===== src/rtl/tl_flow_ctrl_pkg.sv =====
// -----------------------------------------------------------------------------
// tl_flow_ctrl_pkg
// Shared definitions for the transaction-layer flow controller, its FIFO
// neighbours and its testbench.
//   - default data / threshold widths and the destination-select bit
//   - state encodings (3-bit, numerically fixed: RESET=0 .. ERROR=4)
//   - fwd_t: one forwarded word together with its destination
//   - pause_forced(): states in which the main FIFO must always be paused
// -----------------------------------------------------------------------------
package tl_flow_ctrl_pkg;

    localparam int DEF_BITNUMBER = 8;
    localparam int DEF_LENGTH    = 8;
    localparam int DEF_DEST_BIT  = 4;
    localparam int CNT_W         = 8;

    typedef logic [2:0] state_t;

    localparam state_t ST_RESET  = 3'd0;
    localparam state_t ST_INIT   = 3'd1;
    localparam state_t ST_IDLE   = 3'd2;
    localparam state_t ST_ACTIVE = 3'd3;
    localparam state_t ST_ERROR  = 3'd4;

    // A word leaving a VC FIFO and the output FIFO it is headed for.
    typedef struct packed {
        logic                     to_d1;
        logic [DEF_BITNUMBER-1:0] word;
    } fwd_t;

    // Outside IDLE/ACTIVE the controller is not ready to accept traffic,
    // so the main FIFO is held off regardless of the almost-full flags.
    function automatic logic pause_forced(input state_t s);
        return (s == ST_RESET) || (s == ST_INIT) || (s == ST_ERROR);
    endfunction

endpackage


===== src/rtl/tl_flow_ctrl_if.sv =====
// -----------------------------------------------------------------------------
// tl_flow_ctrl_if
// FIFO-side bundle of the flow controller.
//   Status into the controller : *_empty, *_almost_full, VC0_head, VC1_head
//   Strobes out of controller  : Main_pause, pop_VC0, pop_VC1,
//                                push_D0, push_D1, data_out
// Modports:
//   master - the flow controller
//   slave  - the FIFO array (or a testbench standing in for it)
// -----------------------------------------------------------------------------
interface tl_flow_ctrl_if #(
    parameter int BITNUMBER = tl_flow_ctrl_pkg::DEF_BITNUMBER
) ();

    logic                 MF_empty;
    logic                 VC0_empty;
    logic                 VC1_empty;
    logic                 D0_empty;
    logic                 D1_empty;
    logic                 MF_almost_full;
    logic                 VC0_almost_full;
    logic                 VC1_almost_full;
    logic                 D0_almost_full;
    logic                 D1_almost_full;
    logic [BITNUMBER-1:0] VC0_head;
    logic [BITNUMBER-1:0] VC1_head;

    logic                 Main_pause;
    logic                 pop_VC0;
    logic                 pop_VC1;
    logic                 push_D0;
    logic                 push_D1;
    logic [BITNUMBER-1:0] data_out;

    modport master (
        input  MF_empty, VC0_empty, VC1_empty, D0_empty, D1_empty,
        input  MF_almost_full, VC0_almost_full, VC1_almost_full,
        input  D0_almost_full, D1_almost_full,
        input  VC0_head, VC1_head,
        output Main_pause, pop_VC0, pop_VC1, push_D0, push_D1, data_out
    );

    modport slave (
        output MF_empty, VC0_empty, VC1_empty, D0_empty, D1_empty,
        output MF_almost_full, VC0_almost_full, VC1_almost_full,
        output D0_almost_full, D1_almost_full,
        output VC0_head, VC1_head,
        input  Main_pause, pop_VC0, pop_VC1, push_D0, push_D1, data_out
    );

endinterface


===== src/rtl/tl_vc_arbiter.sv =====
// -----------------------------------------------------------------------------
// tl_vc_arbiter
// Purely combinational pop arbiter for the two virtual-channel FIFOs.
// A VC is eligible when the controller is ACTIVE, the VC holds a word, and the
// output FIFO selected by that word's DEST_BIT is not almost full. VC0 wins
// whenever it is eligible; a VC0 stalled on its destination leaves the slot
// free for VC1. At most one pop is raised per cycle.
// Ports:
//   active                  controller is in ACTIVE
//   vc0_empty/vc1_empty     VC FIFO empty flags
//   vc0_head/vc1_head       VC FIFO head words
//   d0/d1_almost_full       output FIFO almost-full flags
//   pop_vc0/pop_vc1         pop strobes
//   fwd_valid               a pop is being issued this cycle
//   fwd_word                the word being popped
//   fwd_to_d1               its destination (0 = D0, 1 = D1)
// -----------------------------------------------------------------------------
module tl_vc_arbiter #(
    parameter int BITNUMBER = 8,
    parameter int DEST_BIT  = 4
) (
    input  logic                 active,
    input  logic                 vc0_empty,
    input  logic                 vc1_empty,
    input  logic [BITNUMBER-1:0] vc0_head,
    input  logic [BITNUMBER-1:0] vc1_head,
    input  logic                 d0_almost_full,
    input  logic                 d1_almost_full,
    output logic                 pop_vc0,
    output logic                 pop_vc1,
    output logic                 fwd_valid,
    output logic [BITNUMBER-1:0] fwd_word,
    output logic                 fwd_to_d1
);

    logic [1:0]           vc_empty;
    logic [1:0]           vc_dest;
    logic [1:0]           vc_blocked;
    logic [1:0]           vc_eligible;
    logic [BITNUMBER-1:0] vc_head [2];

    assign vc_empty   = {vc1_empty, vc0_empty};
    assign vc_head[0] = vc0_head;
    assign vc_head[1] = vc1_head;

    genvar gi;
    generate
        for (gi = 0; gi < 2; gi++) begin : g_vc
            assign vc_dest[gi]     = vc_head[gi][DEST_BIT];
            assign vc_blocked[gi]  = vc_dest[gi] ? d1_almost_full : d0_almost_full;
            assign vc_eligible[gi] = active & ~vc_empty[gi] & ~vc_blocked[gi];
        end
    endgenerate

    assign pop_vc0   = vc_eligible[0];
    assign pop_vc1   = vc_eligible[1] & ~vc_eligible[0];
    assign fwd_valid = pop_vc0 | pop_vc1;
    assign fwd_word  = pop_vc0 ? vc_head[0] : vc_head[1];
    assign fwd_to_d1 = pop_vc0 ? vc_dest[0] : vc_dest[1];

endmodule


===== src/rtl/tl_flow_ctrl.sv =====
// -----------------------------------------------------------------------------
// tl_flow_ctrl
// Transaction-layer flow controller. Sequences RESET -> INIT -> IDLE/ACTIVE
// (ERROR on any FIFO fault), latches the three thresholds during INIT, moves
// words from the VC FIFOs to the D0/D1 output FIFOs through a one-stage push
// pipeline, and counts words delivered to each output.
// Ports:
//   clk, reset (async, active-low), init, fifo_error
//   Umbral_*_in / Umbral_*      threshold inputs / latched thresholds
//   state                       current FSM state (see package encodings)
//   cnt_D0, cnt_D1              forwarded-word counters (wrap at 8 bits)
//   bus (master)                FIFO status in, pause/pop/push/data out
// -----------------------------------------------------------------------------
module tl_flow_ctrl
    import tl_flow_ctrl_pkg::*;
#(
    parameter int BITNUMBER = DEF_BITNUMBER,
    parameter int LENGTH    = DEF_LENGTH,
    parameter int DEST_BIT  = DEF_DEST_BIT
) (
    input  logic              clk,
    input  logic              reset,
    input  logic              init,
    input  logic [LENGTH-1:0] Umbral_MF_in,
    input  logic [LENGTH-1:0] Umbral_VC_in,
    input  logic [LENGTH-1:0] Umbral_D_in,
    input  logic              fifo_error,
    output logic [LENGTH-1:0] Umbral_MF,
    output logic [LENGTH-1:0] Umbral_VC,
    output logic [LENGTH-1:0] Umbral_D,
    output logic [2:0]        state,
    output logic [CNT_W-1:0]  cnt_D0,
    output logic [CNT_W-1:0]  cnt_D1,
    tl_flow_ctrl_if.master    bus
);

    state_t               state_q,     state_d;
    logic [LENGTH-1:0]    umbral_mf_q, umbral_mf_d;
    logic [LENGTH-1:0]    umbral_vc_q, umbral_vc_d;
    logic [LENGTH-1:0]    umbral_d_q,  umbral_d_d;
    logic [BITNUMBER-1:0] data_q,      data_d;
    logic                 push_d0_q,   push_d0_d;
    logic                 push_d1_q,   push_d1_d;
    logic [CNT_W-1:0]     cnt_d0_q,    cnt_d0_d;
    logic [CNT_W-1:0]     cnt_d1_q,    cnt_d1_d;

    logic                 any_busy;
    logic                 enter_init;
    logic                 load_thresholds;
    logic                 pop_vc0;
    logic                 pop_vc1;
    logic                 fwd_valid;
    logic [BITNUMBER-1:0] fwd_word;
    logic                 fwd_to_d1;

    // ------------------------------------------------------------------
    // State machine
    // ------------------------------------------------------------------
    assign any_busy = ~(bus.MF_empty & bus.VC0_empty & bus.VC1_empty &
                        bus.D0_empty & bus.D1_empty);

    always_comb begin
        state_d = state_q;
        case (state_q)
            ST_RESET:  state_d = ST_INIT;
            ST_INIT: begin
                if (fifo_error)    state_d = ST_ERROR;
                else if (!init)    state_d = ST_IDLE;
            end
            ST_IDLE: begin
                if (fifo_error)    state_d = ST_ERROR;
                else if (init)     state_d = ST_INIT;
                else if (any_busy) state_d = ST_ACTIVE;
            end
            ST_ACTIVE: begin
                if (fifo_error)    state_d = ST_ERROR;
                else if (init)     state_d = ST_INIT;
                else if (!any_busy) state_d = ST_IDLE;
            end
            ST_ERROR:  state_d = ST_ERROR;
            // Unused encodings restart the bring-up sequence.
            default:   state_d = ST_RESET;
        endcase
    end

    assign enter_init      = (state_d == ST_INIT) && (state_q != ST_INIT);
    assign load_thresholds = (state_q == ST_INIT) && init;

    // ------------------------------------------------------------------
    // Pop arbitration
    // ------------------------------------------------------------------
    tl_vc_arbiter #(
        .BITNUMBER (BITNUMBER),
        .DEST_BIT  (DEST_BIT)
    ) u_arbiter (
        .active         (state_q == ST_ACTIVE),
        .vc0_empty      (bus.VC0_empty),
        .vc1_empty      (bus.VC1_empty),
        .vc0_head       (bus.VC0_head),
        .vc1_head       (bus.VC1_head),
        .d0_almost_full (bus.D0_almost_full),
        .d1_almost_full (bus.D1_almost_full),
        .pop_vc0        (pop_vc0),
        .pop_vc1        (pop_vc1),
        .fwd_valid      (fwd_valid),
        .fwd_word       (fwd_word),
        .fwd_to_d1      (fwd_to_d1)
    );

    // ------------------------------------------------------------------
    // Datapath next-state: thresholds, push pipeline, counters
    // ------------------------------------------------------------------
    always_comb begin
        umbral_mf_d = umbral_mf_q;
        umbral_vc_d = umbral_vc_q;
        umbral_d_d  = umbral_d_q;
        if (load_thresholds) begin
            umbral_mf_d = Umbral_MF_in;
            umbral_vc_d = Umbral_VC_in;
            umbral_d_d  = Umbral_D_in;
        end

        // The push stage is fed purely by the pop of the previous cycle, so a
        // pop in the final ACTIVE cycle still lands after the state changes.
        push_d0_d = fwd_valid & ~fwd_to_d1;
        push_d1_d = fwd_valid &  fwd_to_d1;
        data_d    = fwd_valid ? fwd_word : data_q;

        // Counters track the visible push pulses; clearing on INIT entry
        // takes precedence over a pulse still draining from before.
        cnt_d0_d = cnt_d0_q;
        cnt_d1_d = cnt_d1_q;
        if (enter_init) begin
            cnt_d0_d = '0;
            cnt_d1_d = '0;
        end else begin
            if (push_d0_q) cnt_d0_d = cnt_d0_q + 1'b1;
            if (push_d1_q) cnt_d1_d = cnt_d1_q + 1'b1;
        end
    end

    always_ff @(posedge clk or negedge reset) begin
        if (!reset) begin
            state_q     <= ST_RESET;
            umbral_mf_q <= '0;
            umbral_vc_q <= '0;
            umbral_d_q  <= '0;
            data_q      <= '0;
            push_d0_q   <= 1'b0;
            push_d1_q   <= 1'b0;
            cnt_d0_q    <= '0;
            cnt_d1_q    <= '0;
        end else begin
            state_q     <= state_d;
            umbral_mf_q <= umbral_mf_d;
            umbral_vc_q <= umbral_vc_d;
            umbral_d_q  <= umbral_d_d;
            data_q      <= data_d;
            push_d0_q   <= push_d0_d;
            push_d1_q   <= push_d1_d;
            cnt_d0_q    <= cnt_d0_d;
            cnt_d1_q    <= cnt_d1_d;
        end
    end

    // ------------------------------------------------------------------
    // Outputs
    // ------------------------------------------------------------------
    assign state     = state_q;
    assign Umbral_MF = umbral_mf_q;
    assign Umbral_VC = umbral_vc_q;
    assign Umbral_D  = umbral_d_q;
    assign cnt_D0    = cnt_d0_q;
    assign cnt_D1    = cnt_d1_q;

    assign bus.Main_pause = pause_forced(state_q) | bus.MF_almost_full |
                            bus.VC0_almost_full | bus.VC1_almost_full;
    assign bus.pop_VC0    = pop_vc0;
    assign bus.pop_VC1    = pop_vc1;
    assign bus.push_D0    = push_d0_q;
    assign bus.push_D1    = push_d1_q;
    assign bus.data_out   = data_q;

endmodule


===== src/flat_wrapper.sv =====
// flat-port wrapper written by rule: the top's interface ports become plain ports
module tl_flow_ctrl_flat import tl_flow_ctrl_pkg::*;
#(
    parameter int BITNUMBER = DEF_BITNUMBER,
    parameter int LENGTH    = DEF_LENGTH,
    parameter int DEST_BIT  = DEF_DEST_BIT
)
  (clk, reset, init, Umbral_MF_in, Umbral_VC_in, Umbral_D_in, fifo_error, Umbral_MF, Umbral_VC, Umbral_D, state, cnt_D0, cnt_D1, bus_MF_empty, bus_VC0_empty, bus_VC1_empty, bus_D0_empty, bus_D1_empty, bus_MF_almost_full, bus_VC0_almost_full, bus_VC1_almost_full, bus_D0_almost_full, bus_D1_almost_full, bus_VC0_head, bus_VC1_head, bus_Main_pause, bus_pop_VC0, bus_pop_VC1, bus_push_D0, bus_push_D1, bus_data_out);
  tl_flow_ctrl_if #(.BITNUMBER(BITNUMBER)) bus_i ();
  input  logic clk;
  input  logic reset;
  input  logic init;
  input  logic [LENGTH-1:0] Umbral_MF_in;
  input  logic [LENGTH-1:0] Umbral_VC_in;
  input  logic [LENGTH-1:0] Umbral_D_in;
  input  logic fifo_error;
  output logic [LENGTH-1:0] Umbral_MF;
  output logic [LENGTH-1:0] Umbral_VC;
  output logic [LENGTH-1:0] Umbral_D;
  output logic [2:0] state;
  output logic [CNT_W-1:0] cnt_D0;
  output logic [CNT_W-1:0] cnt_D1;
  input wire logic [$bits(bus_i.MF_empty)-1:0] bus_MF_empty;
  input wire logic [$bits(bus_i.VC0_empty)-1:0] bus_VC0_empty;
  input wire logic [$bits(bus_i.VC1_empty)-1:0] bus_VC1_empty;
  input wire logic [$bits(bus_i.D0_empty)-1:0] bus_D0_empty;
  input wire logic [$bits(bus_i.D1_empty)-1:0] bus_D1_empty;
  input wire logic [$bits(bus_i.MF_almost_full)-1:0] bus_MF_almost_full;
  input wire logic [$bits(bus_i.VC0_almost_full)-1:0] bus_VC0_almost_full;
  input wire logic [$bits(bus_i.VC1_almost_full)-1:0] bus_VC1_almost_full;
  input wire logic [$bits(bus_i.D0_almost_full)-1:0] bus_D0_almost_full;
  input wire logic [$bits(bus_i.D1_almost_full)-1:0] bus_D1_almost_full;
  input wire logic [$bits(bus_i.VC0_head)-1:0] bus_VC0_head;
  input wire logic [$bits(bus_i.VC1_head)-1:0] bus_VC1_head;
  output wire logic [$bits(bus_i.Main_pause)-1:0] bus_Main_pause;
  output wire logic [$bits(bus_i.pop_VC0)-1:0] bus_pop_VC0;
  output wire logic [$bits(bus_i.pop_VC1)-1:0] bus_pop_VC1;
  output wire logic [$bits(bus_i.push_D0)-1:0] bus_push_D0;
  output wire logic [$bits(bus_i.push_D1)-1:0] bus_push_D1;
  output wire logic [$bits(bus_i.data_out)-1:0] bus_data_out;
  assign bus_i.MF_empty = bus_MF_empty;
  assign bus_i.VC0_empty = bus_VC0_empty;
  assign bus_i.VC1_empty = bus_VC1_empty;
  assign bus_i.D0_empty = bus_D0_empty;
  assign bus_i.D1_empty = bus_D1_empty;
  assign bus_i.MF_almost_full = bus_MF_almost_full;
  assign bus_i.VC0_almost_full = bus_VC0_almost_full;
  assign bus_i.VC1_almost_full = bus_VC1_almost_full;
  assign bus_i.D0_almost_full = bus_D0_almost_full;
  assign bus_i.D1_almost_full = bus_D1_almost_full;
  assign bus_i.VC0_head = bus_VC0_head;
  assign bus_i.VC1_head = bus_VC1_head;
  assign bus_Main_pause = bus_i.Main_pause;
  assign bus_pop_VC0 = bus_i.pop_VC0;
  assign bus_pop_VC1 = bus_i.pop_VC1;
  assign bus_push_D0 = bus_i.push_D0;
  assign bus_push_D1 = bus_i.push_D1;
  assign bus_data_out = bus_i.data_out;
  tl_flow_ctrl #(.BITNUMBER(BITNUMBER), .LENGTH(LENGTH), .DEST_BIT(DEST_BIT)) u_core (.clk(clk), .reset(reset), .init(init), .Umbral_MF_in(Umbral_MF_in), .Umbral_VC_in(Umbral_VC_in), .Umbral_D_in(Umbral_D_in), .fifo_error(fifo_error), .Umbral_MF(Umbral_MF), .Umbral_VC(Umbral_VC), .Umbral_D(Umbral_D), .state(state), .cnt_D0(cnt_D0), .cnt_D1(cnt_D1), .bus(bus_i));
endmodule

===== config.mk =====
export PLATFORM = sky130hd
export DESIGN_NAME = tl_flow_ctrl_flat
export DESIGN_NICKNAME = d
export VERILOG_FILES = /design/src/rtl/tl_flow_ctrl_pkg.sv /design/src/rtl/tl_flow_ctrl_if.sv /design/src/rtl/tl_vc_arbiter.sv /design/src/rtl/tl_flow_ctrl.sv /design/src/flat_wrapper.sv
export SDC_FILE = /design/constraint.sdc
export NUM_CORES = 1
export LEC_CHECK = 0
export CAP_MARGIN = 20
export CORE_ASPECT_RATIO = 0.9
export CORE_MARGIN = 3
export CORE_UTILIZATION = 42
export DETAILED_ROUTE_END_ITERATION = 8
export PLACE_DENSITY = 0.79
export SYNTH_ARGS = -nofsm -noshare
export SYNTH_HDL_FRONTEND = slang
export SYNTH_HIERARCHICAL = 1
export SYNTH_SLANG_ARGS = --single-unit

===== constraint.sdc =====
create_clock -name clk -period 2.7 [get_ports clk]
set_input_delay 0.54 -clock clk [delete_from_list [all_inputs] [get_ports clk]]
set_output_delay 0.54 -clock clk [all_outputs]
set_load 0.005 [all_outputs]

; Word-level counts from Yosys, hierarchy flattened
; Index checks and enable logic that the tools add are counted.
[word_totals]
reg_bits = 53
latchBits = 0
ram_bits = 0
romBits = 0
in_bits = 54
out_inout_bits = 56
word_cells = 62
mem_count = 0
[op_classes]
n_addsub = 2
multipliers = 0
n_div = 0
magnitude_cmp = 0
eq_ne = 6
shift = 0
mux = 17
n_bitwise = 21
reduce_logical = 7
[op_table]
columns = cell, n
row1 = 8-bit 2-to-1 mux, 5
row2 = 3-bit 2-to-1 mux, 8
row3 = "8-bit by 1-bit adder with 8-bit output, second input constant", 2
row4 = 3-bit one-hot mux with 5 select lines, 1
row5 = 1-bit AND, 11
row6 = "3-bit by 1-bit == test with 1-bit output, second input constant", 2
row7 = "3-bit by 2-bit == test with 1-bit output, second input constant", 2
row8 = 1-bit NOT, 6
row9 = 1-bit OR, 4
row10 = 2-bit nonzero test, 2
row11 = "3-bit == test, second input constant", 1
row12 = 3-bit logical NOT, 1
row13 = 1-bit 2-to-1 mux, 3
row14 = "3-bit by 1-bit inequality test with 1-bit output, second input constant", 1
row15 = 1-bit logical AND, 2
row16 = 1-bit logical OR, 2

; Logic depth before layout (Yosys ltp)
; Gate-level depths: netlist of the first run.
[logic_depth]
depth_word = 11
depth_mapped = 7
ltp_nobuf = 5

; Modules after synthesis
; The synthesis of the first run kept the hierarchy.
[modules_own_cells]
columns = module, n_inst, cells_each, area_each_um2
row1 = tl_flow_ctrl, 1, 165, 2257.2
row2 = tl_vc_arbiter, 1, 21, 197.7

; Worst setup path before layout of the first run
; No wires, ideal clock.
[synth_timing]
path_type = reg2reg
startpoint = register u_core.state_q[2], in the netlist u_core/state[2]
endpoint = register u_core.data_q[0], in the netlist u_core/bus.data_out[0]
setup_time_ns = 0.125
arrival_ns = 1.888
required_time_ns = 2.575
slack_ns = 0.687
path_stages_with_launch = 8
path_buffers = 2
synth_period_minus_slack_ns = 2.013
cell_sequence = dfrtp_1 -> and3b_1 -> nand2b_1 -> a211o_1 -> buf_6 -> nand2_1 -> clkbuf_1 -> mux2_2
[synth_via]
elab_chain_cells = 6
elab_cells_between_ends = 9
classes_between = 1 x eq/ne / 1 x mux / 7 x bitwise
[synth_rtl]
columns = element, line
row1 = "start, declared", tl_flow_ctrl.sv:37  ; state_t state_q, state_d;
row2 = "start signal, assigned", tl_flow_ctrl.sv:154  ; state_q <= state_d;
row3 = 3-bit by 2-bit == test with 1-bit output (*), tl_flow_ctrl.sv:96  ; .active (state_q == ST_ACTIVE),
row4 = 1-bit AND (2 in series), tl_vc_arbiter.sv:51  ; assign vc_eligible[gi] = active & ~vc_empty[gi] & ~vc_blocked[gi];
row5 = 1-bit NOT, tl_vc_arbiter.sv:56  ; assign pop_vc1 = vc_eligible[1] & ~vc_eligible[0];
row6 = 1-bit AND, tl_vc_arbiter.sv:56
row7 = 1-bit OR (*), tl_vc_arbiter.sv:57  ; assign fwd_valid = pop_vc0 | pop_vc1;
row8 = net u_core.fwd_valid, tl_flow_ctrl.sv:52  ; logic fwd_valid;
row9 = "end signal, assigned", tl_flow_ctrl.sv:158  ; data_q <= data_d;
row10 = "end, declared", tl_flow_ctrl.sv:41  ; logic [BITNUMBER-1:0] data_q, data_d;
; Mark *: on every way through the listed nets, which the timed path passes. The rest lies on a longest branch.
; A chain may end at the register's enable or synchronous reset.

; Worst setup path in the final report of the first run
[layout_timing]
startpoint = input bus_VC0_empty
endpoint = output bus_pop_VC1
[layout_via]
elab_chain_cells = 5
[layout_rtl]
columns = element, line
row1 = "start, declared", flat_wrapper.sv:24  ; input wire logic [$bits(bus_i.VC0_empty)-1:0] bus_VC0_empty;
row2 = 1-bit NOT, tl_vc_arbiter.sv:51
row3 = 1-bit AND (2 in series), tl_vc_arbiter.sv:51
row4 = 1-bit NOT, tl_vc_arbiter.sv:56
row5 = 1-bit AND, tl_vc_arbiter.sv:56
row6 = "end, declared", flat_wrapper.sv:37  ; output wire logic [$bits(bus_i.pop_VC1)-1:0] bus_pop_VC1;
; No other way between the ends.

==> metrics.txt, run 1 <==
# TYPE chip_impl_metric gauge
chip_impl_info{name="outcome",value="finished, final reports clean"} 1
chip_impl_info{name="crit-reg2reg-capture",value="u_core/bus.data_out[5]"} 1
chip_impl_metric{name="io_pins",unit=""} 110
chip_impl_metric{name="power_density",unit="nW/µm²"} 786
chip_impl_metric{name="layoutNonFillerInstCount",unit=""} 365
chip_impl_info{name="most-common-layout-cells",value="sky130_fd_sc_hd__clkdlybuf4s50_1 (108), sky130_fd_sc_hd__dfrtp_1 (52), sky130_fd_sc_hd__mux2_4 (27)"} 1
chip_impl_metric{name="synth_seq_area_share",unit=""} 0.540
chip_impl_info{name="worstSetupPathType",value="input port to output pin"} 1
chip_impl_metric{name="layout-drive-gt1-share",unit=""} 0.181
chip_impl_metric{name="leakage",unit="nW"} 1.59
chip_impl_info{name="unrepaired_setup_endpoints_after_global_routing",value="false"} 1
chip_impl_metric{name="first_iter_violations",unit=""} 73
chip_impl_metric{name="port-buffer-count",unit=""} 109
chip_impl_metric{name="ff2ff_setup_slack",unit="ns"} 0.67
chip_impl_metric{name="holdBufCountCts",unit=""} 0
chip_impl_info{name="r2r-start",value="u_core/state[2]"} 1
chip_impl_info{name="cts_root_buffer",value="sky130_fd_sc_hd__clkbuf_8"} 1
chip_impl_metric{name="diodes_inserted",unit=""} 0
chip_impl_metric{name="syn_inst",unit=""} 186
chip_impl_metric{name="post-route-period-util",unit=""} 0.974
chip_impl_metric{name="final_critical_delay_including_setup_and_external_delays",unit="ns"} 2.63
chip_impl_metric{name="vias",unit=""} 1822
chip_impl_metric{name="routed_wl",unit="µm"} 5500
chip_impl_info{name="worstHoldPathType",value="input port to asynchronous set/reset pin"} 1
chip_impl_metric{name="peakVddDrop",unit="V"} 0.000483
chip_impl_metric{name="post_drt_via_cell_ratio",unit=""} 4.99
chip_impl_metric{name="die_area",unit="µm²"} 6800
chip_impl_metric{name="area_growth_from_synthesis_to_final_layout",unit="%"} 50.4
chip_impl_metric{name="finalSetupViolCount",unit=""} 0
chip_impl_metric{name="place.gp.congestion",unit=""} 0.724
chip_impl_info{name="crit_path_start_kind",value="input port"} 1
chip_impl_metric{name="synth_area",unit="µm²"} 2450
chip_impl_metric{name="placed_cells",unit=""} 357
chip_impl_metric{name="worst_ep_arrival_time",unit="ns"} 2.09
chip_impl_metric{name="die_w",unit="µm"} 86.6
chip_impl_metric{name="final.setup_skew",unit="ns"} 0.0117
chip_impl_metric{name="grt_start_max_net_pins",unit=""} 54
chip_impl_metric{name="worst_pin_slew",unit="ns"} 0.659
chip_impl_metric{name="fin_tns_setup",unit="ns"} 0
chip_impl_metric{name="route.detailed.wl_per_inst",unit="µm"} 15.1
chip_impl_metric{name="final_nets",unit=""} 353
chip_impl_metric{name="fmax",unit="GHz"} 0.380
chip_impl_metric{name="critical_path_required",unit="ns"} 2.16
chip_impl_metric{name="cts_buffers",unit=""} 5
chip_impl_metric{name="rows",unit=""} 25
chip_impl_metric{name="timing_hold_violations_final",unit=""} 0
chip_impl_info{name="timing.critical_path.to_type",value="output pin"} 1
chip_impl_metric{name="path_clk_slew",unit="ns"} 0.10
chip_impl_metric{name="path_max_fanout",unit=""} 4
chip_impl_metric{name="grt-ovfl-total",unit=""} 0
chip_impl_metric{name="maxSlewViolCount",unit=""} 0
chip_impl_metric{name="synth_cell_types",unit=""} 33
chip_impl_metric{name="worst-r2r-cell-count",unit=""} 6
chip_impl_metric{name="ctsLongestPathBuffers",unit=""} 2
chip_impl_metric{name="clkLatencyLatePin",unit="ns"} 0.30
chip_impl_metric{name="clkSinkCount",unit=""} 53
chip_impl_metric{name="ys_ff_latch",unit=""} 53
chip_impl_metric{name="postRouteAntennaNets",unit=""} 0
chip_impl_metric{name="number_of_max_capacitance_violations_reported",unit=""} 0
chip_impl_metric{name="floorplan.initialDensity",unit=""} 0.451
chip_impl_metric{name="grt_antenna_before_repair",unit=""} 0
chip_impl_metric{name="height_of_the_die",unit="µm"} 78.5
chip_impl_info{name="cts_tree",value="done"} 1
chip_impl_metric{name="synth-warning-count",unit=""} 6
chip_impl_metric{name="post-route-drc-count",unit=""} 0
chip_impl_metric{name="h-tree-depth",unit=""} 2
chip_impl_metric{name="slew_headroom",unit=""} 0.560
chip_impl_info{name="layout.cells.most_common",value="sky130_fd_sc_hd__clkdlybuf4s50_1"} 1
chip_impl_metric{name="grt_first_pass_wirelength",unit="µm"} 8980
chip_impl_metric{name="first_global_vias",unit=""} 1890
chip_impl_metric{name="core_region_area",unit="µm²"} 5440
chip_impl_metric{name="detailed_place_hpwl",unit="µm"} 4120
chip_impl_metric{name="first_pass_iters",unit=""} 4
chip_impl_metric{name="grt_util_all_layers",unit=""} 0.164
chip_impl_metric{name="postSynthNetCount",unit=""} 242
chip_impl_metric{name="syn_area_per_cell",unit="µm²"} 13.2
## per-layer routing
metal / routed length, µm / global-route usage
met1: 2360 / 0.215
met2: 2660 / 0.268
met3: 446 / 0.0514
met4: 37 / 0.0327
met5: 0 / 0
## sequential cells by signal, indices dropped and copies added, names as in the netlist
register / cells
u_core/Umbral_D: 8
u_core/bus.data_out: 8
u_core/bus.push_D0: 1
u_core/cnt_D1: 8
u_core/bus.push_D1: 1
u_core/Umbral_MF: 8
u_core/state: 3
u_core/cnt_D0: 8
u_core/Umbral_VC: 8
## kinds of logic after synthesis
logic type / synth area share
AO/OA/AOI/OAI: 0.0454
XOR/XNOR: 0.0285
adder cells (fa/ha/maj): 0.0102
buffers and inverters: 0.0285
flip-flops: 0.540
multiplexers: 0.232
AND/OR/NAND/NOR: 0.115
## power by group
| group | switching (mW) | total, mW | internal (mW) |
|---|---|---|---|
| clock | 0.253 | 0.438 | 0.185 |
| sequential | 0.162 | 1.21 | 1.05 |
| combinational | 0.373 | 1.25 | 0.879 |
| total | 0.787 | 2.90 | 2.11 |
## layout make-up
class	instances	area (µm²)
multi-input combinational	122	1060
fill	434	1750
inverter	2	7.51
clock buffer	6	72.6
timing repair buffer	113	1130
sequential	53	1330
tap	67	83.8
clock inverter	2	13.8
## worst max-delay path by stage
stage,from,end,slack [ns]
2_1_floorplan,u_core/state[2],u_core/bus.data_out[0],0.69
3_3_place_gp,bus_VC0_empty,bus_pop_VC1,0.11
3_5_place_dp,bus_VC0_empty,bus_pop_VC1,0.06
4_1_cts,bus_VC0_empty,bus_pop_VC1,0.05
5_1_grt,bus_VC0_empty,bus_pop_VC1,0.0001
6_report,bus_VC0_empty,bus_pop_VC1,0.07
## synth_stat cells
library cell,number,area share
sky130_fd_sc_hd__or2_2,1,0.0026
sky130_fd_sc_hd__a211o_1,1,0.0036
sky130_fd_sc_hd__mux2_4,27,0.17
sky130_fd_sc_hd__o21ai_0,9,0.018
sky130_fd_sc_hd__nor2_1,11,0.017
sky130_fd_sc_hd__nor2b_1,3,0.0076
sky130_fd_sc_hd__xnor2_1,2,0.0071
sky130_fd_sc_hd__or3_1,6,0.015
sky130_fd_sc_hd__clkbuf_1,3,0.0046
sky130_fd_sc_hd__buf_4,1,0.0031
sky130_fd_sc_hd__o221ai_1,1,0.0036
sky130_fd_sc_hd__nand4_1,8,0.020
sky130_fd_sc_hd__nand3b_1,2,0.0061
sky130_fd_sc_hd__inv_1,2,0.0031
sky130_fd_sc_hd__and2_1,1,0.0026
sky130_fd_sc_hd__a21oi_1,8,0.016
sky130_fd_sc_hd__dfrtp_1,53,0.54
sky130_fd_sc_hd__or4_1,1,0.0031
sky130_fd_sc_hd__nand3_1,4,0.0082
sky130_fd_sc_hd__nand2_1,6,0.0092
sky130_fd_sc_hd__ha_1,2,0.010
sky130_fd_sc_hd__buf_6,3,0.014
sky130_fd_sc_hd__and4bb_1,1,0.0051
sky130_fd_sc_hd__and3b_1,1,0.0036
sky130_fd_sc_hd__a21oi_2,1,0.0036
sky130_fd_sc_hd__mux2_2,12,0.055
sky130_fd_sc_hd__nand2b_1,2,0.0051
sky130_fd_sc_hd__xor2_1,6,0.021
sky130_fd_sc_hd__nand4b_1,1,0.0036
sky130_fd_sc_hd__nor3b_1,1,0.0031
sky130_fd_sc_hd__mux2i_1,3,0.012
sky130_fd_sc_hd__buf_2,2,0.0041
sky130_fd_sc_hd__nor4_1,1,0.0026
## critical path, cell delays in order
cell and delay [ns]:
sky130_fd_sc_hd__clkdlybuf4s50_1 0.45, sky130_fd_sc_hd__nand2b_1 0.18, sky130_fd_sc_hd__a211o_1 0.33, sky130_fd_sc_hd__nor2b_1 0.15, sky130_fd_sc_hd__clkdlybuf4s50_1 0.45
## what timing repair did
action	4_1_cts	5_1_grt
endpoints found under the setup margin	0	2
gates resized for setup	0	1
setup buffers	0	0
## metrics by stage
stage	util	hold slack, ns	total power, mW	instance area [µm²]	worst slack, ns
floorplan	-	0.244	1.77	2450	0.687
global route	0.678	0.387	3.08	3690	0.000103
global placement	0.662	0.490	2.47	3600	0.107
CTS	0.678	0.368	2.94	3690	0.0515
finish	0.678	0.341	2.90	3690	0.0705
detailed placement	0.662	0.490	2.49	3600	0.0609
Power figures use the tool's default switching activity.
==> run 2: changes to the inputs <==
- CORE_UTILIZATION: 42 -> 45
- GPL_TIMING_DRIVEN: not set -> 0
- PLACE_DENSITY: 0.79 -> 0.84
- clock period: 2.7 -> 3.4 ns (I/O delays scaled with it)
==> run 2 against run 1 <==
- die area fell by 6.2%
- first-iteration DRC count shrank 27%
- wire length increased by 3.7%
- combinational power down 19%
- global-route usage is 2.1 points higher
- final cell count up 1.1%
- critical path type unchanged
- largest cell class unchanged
==> metrics.txt, run 2 (synthesis results as in run 1) <==
# TYPE chip_impl_metric gauge
chip_impl_metric{name="area_growth_from_synthesis_to_final_layout",unit="%"} 52.5
chip_impl_metric{name="post-route-util",unit=""} 0.742
chip_impl_metric{name="worst_pin_slew",unit="ns"} 0.515
chip_impl_metric{name="worst_ep_arrival_time",unit="ns"} 2.34
chip_impl_metric{name="height_of_the_die",unit="µm"} 76.1
chip_impl_metric{name="die_area",unit="µm²"} 6380
chip_impl_metric{name="h-tree-depth",unit=""} 2
chip_impl_info{name="critPathSlowestCell",value="sky130_fd_sc_hd__clkdlybuf4s50_1"} 1
chip_impl_metric{name="ff_latch_area",unit="µm²"} 1330
chip_impl_metric{name="first_pass_iters",unit=""} 4
chip_impl_metric{name="layoutNonFillerInstCount",unit=""} 369
chip_impl_info{name="worst_path_dominant_cell_family",value="buffers and inverters"} 1
chip_impl_info{name="most-common-layout-cells",value="sky130_fd_sc_hd__clkdlybuf4s50_1 (108), sky130_fd_sc_hd__dfrtp_1 (53), sky130_fd_sc_hd__mux2_4 (27)"} 1
chip_impl_metric{name="grt-ovfl-total",unit=""} 0
chip_impl_metric{name="first_iter_violations",unit=""} 53
chip_impl_metric{name="cts_buffers",unit=""} 5
chip_impl_metric{name="worstPathBufferInverterCount",unit=""} 3
chip_impl_metric{name="routed_wl",unit="µm"} 5700
chip_impl_metric{name="fin_tns_setup",unit="ns"} 0
chip_impl_metric{name="grt_antenna_before_repair",unit=""} 0
chip_impl_info{name="cts_tree",value="done"} 1
chip_impl_info{name="cpMostUsedCell",value="sky130_fd_sc_hd__clkdlybuf4s50_1"} 1
chip_impl_metric{name="route.detailed.wl_per_inst",unit="µm"} 15.4
chip_impl_info{name="crit_path_start_kind",value="input port"} 1
chip_impl_metric{name="slew_headroom",unit=""} 0.657
chip_impl_metric{name="ctsLongestPathBuffers",unit=""} 2
chip_impl_metric{name="clkLatencyLatePin",unit="ns"} 0.30
chip_impl_metric{name="post-route-period-util",unit=""} 0.889
chip_impl_metric{name="final.setup_skew",unit="ns"} 0.00658
chip_impl_metric{name="postCtsResizedCells",unit=""} 0
chip_impl_metric{name="timing_hold_violations_final",unit=""} 0
chip_impl_metric{name="core_region_area",unit="µm²"} 5040
chip_impl_metric{name="port-buffer-count",unit=""} 109
chip_impl_metric{name="nFillCells",unit=""} 377
chip_impl_metric{name="diodes_inserted",unit=""} 0
chip_impl_info{name="layout.cells.most_common",value="sky130_fd_sc_hd__clkdlybuf4s50_1"} 1
chip_impl_metric{name="die_w",unit="µm"} 83.9
chip_impl_metric{name="maxSlewViolCount",unit=""} 0
chip_impl_metric{name="fmax",unit="GHz"} 0.331
chip_impl_metric{name="finalSetupViolCount",unit=""} 0
chip_impl_metric{name="post_drt_via_cell_ratio",unit=""} 5.02
chip_impl_metric{name="io_pins",unit=""} 110
chip_impl_info{name="timing.critical_path.to_type",value="output pin"} 1
chip_impl_metric{name="placed_cells",unit=""} 361
chip_impl_metric{name="postCtsSetupRepairBufs",unit=""} 0
chip_impl_info{name="unrepaired_setup_endpoints_after_global_routing",value="false"} 1
chip_impl_metric{name="power_density",unit="nW/µm²"} 627
chip_impl_metric{name="rows",unit=""} 24
chip_impl_info{name="cts_root_buffer",value="sky130_fd_sc_hd__clkbuf_8"} 1
chip_impl_metric{name="first_global_vias",unit=""} 1908
chip_impl_metric{name="floorplan.initialDensity",unit=""} 0.487
chip_impl_metric{name="postRouteAntennaNets",unit=""} 0
chip_impl_metric{name="grt_start_max_net_pins",unit=""} 33
chip_impl_metric{name="path_max_fanout",unit=""} 10
chip_impl_metric{name="number_of_max_capacitance_violations_reported",unit=""} 0
chip_impl_metric{name="totalPowerFinal",unit="mW"} 2.35
chip_impl_metric{name="layout-drive-gt1-share",unit=""} 0.188
chip_impl_info{name="outcome",value="finished, final reports clean"} 1
chip_impl_metric{name="largest_stage_delay_on_the_critical_path",unit="ns"} 0.45
chip_impl_metric{name="holdBufCountCts",unit=""} 0
chip_impl_info{name="worstHoldPathType",value="input port to asynchronous set/reset pin"} 1
chip_impl_metric{name="clkSinkCount",unit=""} 53
chip_impl_metric{name="path_clk_slew",unit="ns"} 0.09
chip_impl_metric{name="grt_first_pass_wirelength",unit="µm"} 9520
chip_impl_metric{name="critical_path_required",unit="ns"} 2.72
chip_impl_metric{name="peakVddDrop",unit="V"} 0.000400
chip_impl_metric{name="fin_worst_hold_slack",unit="ns"} 0.340
chip_impl_metric{name="vias",unit=""} 1851
chip_impl_metric{name="final_critical_delay_including_setup_and_external_delays",unit="ns"} 3.02
chip_impl_info{name="path_cells",value="clkdlybuf4s50_1, nand2b_1, a211o_1, buf_6, nor2b_1, clkdlybuf4s50_1"} 1
chip_impl_info{name="worstSetupPathType",value="input port to output pin"} 1
chip_impl_metric{name="place.gp.congestion",unit=""} 0.749
chip_impl_metric{name="final_nets",unit=""} 359
chip_impl_metric{name="multi_input_comb_area",unit="µm²"} 1060
chip_impl_metric{name="detailed_place_hpwl",unit="µm"} 4500
chip_impl_metric{name="grt_util_all_layers",unit=""} 0.185
chip_impl_metric{name="post-route-drc-count",unit=""} 0
chip_impl_metric{name="leakage",unit="nW"} 1.62
-- run 2: worst paths after layout --
path                                        startpoint  depth (start not counted)  slack (ns)                     end
worst max-delay path                     bus_VC0_empty                          6        0.38             bus_pop_VC1
worst min-delay path                             reset                          1        0.34        u_core/cnt_D1[5]
worst max register to register         u_core/state[2]                          7        1.13  u_core/bus.data_out[3]
worst min register to register  u_core/bus.data_out[5]                          1        0.51  u_core/bus.data_out[5]
max in group asynchronous                        reset                          2        2.50     u_core/Umbral_MF[6]
min in group clk                u_core/bus.data_out[5]                          1        0.51  u_core/bus.data_out[5]
-- run 2: metal layers --
layer,vias up,share of wire,GRT usage
met1,884,0.41,0.223
met4,0,0.0039,0.0386
met5,-,0,0
met3,2,0.071,0.0541
met2,69,0.51,0.328
li1,896,-,-
-- run 2: power by group --
part	internal [mW]	total [mW]	switching (mW)	leakage, nW
Clock	0.184	0.378	0.194	0.0542
Sequential	0.833	0.962	0.129	0.676
Combinational	0.700	1.01	0.307	0.892
Total	1.72	2.35	0.630	1.62
-- run 2: through the flow --
stage               setup WS (ns)  area [µm²]
floorplan                    1.34        2450
global placement           0.0509        3630
detailed placement          0.390        3640
CTS                         0.375        3740
global route                0.287        3740
finish                      0.378        3740
-- run 2: cell type report --
class	instances	share of cell area
Clock inverter	1	0.00134
Buffer	9	0.0167
Inverter	2	0.00201
Sequential cell	53	0.354
Clock buffer	7	0.0257
Timing Repair Buffer	110	0.295
Tap cell	65	0.0217
Multi-Input combinational cell	122	0.283
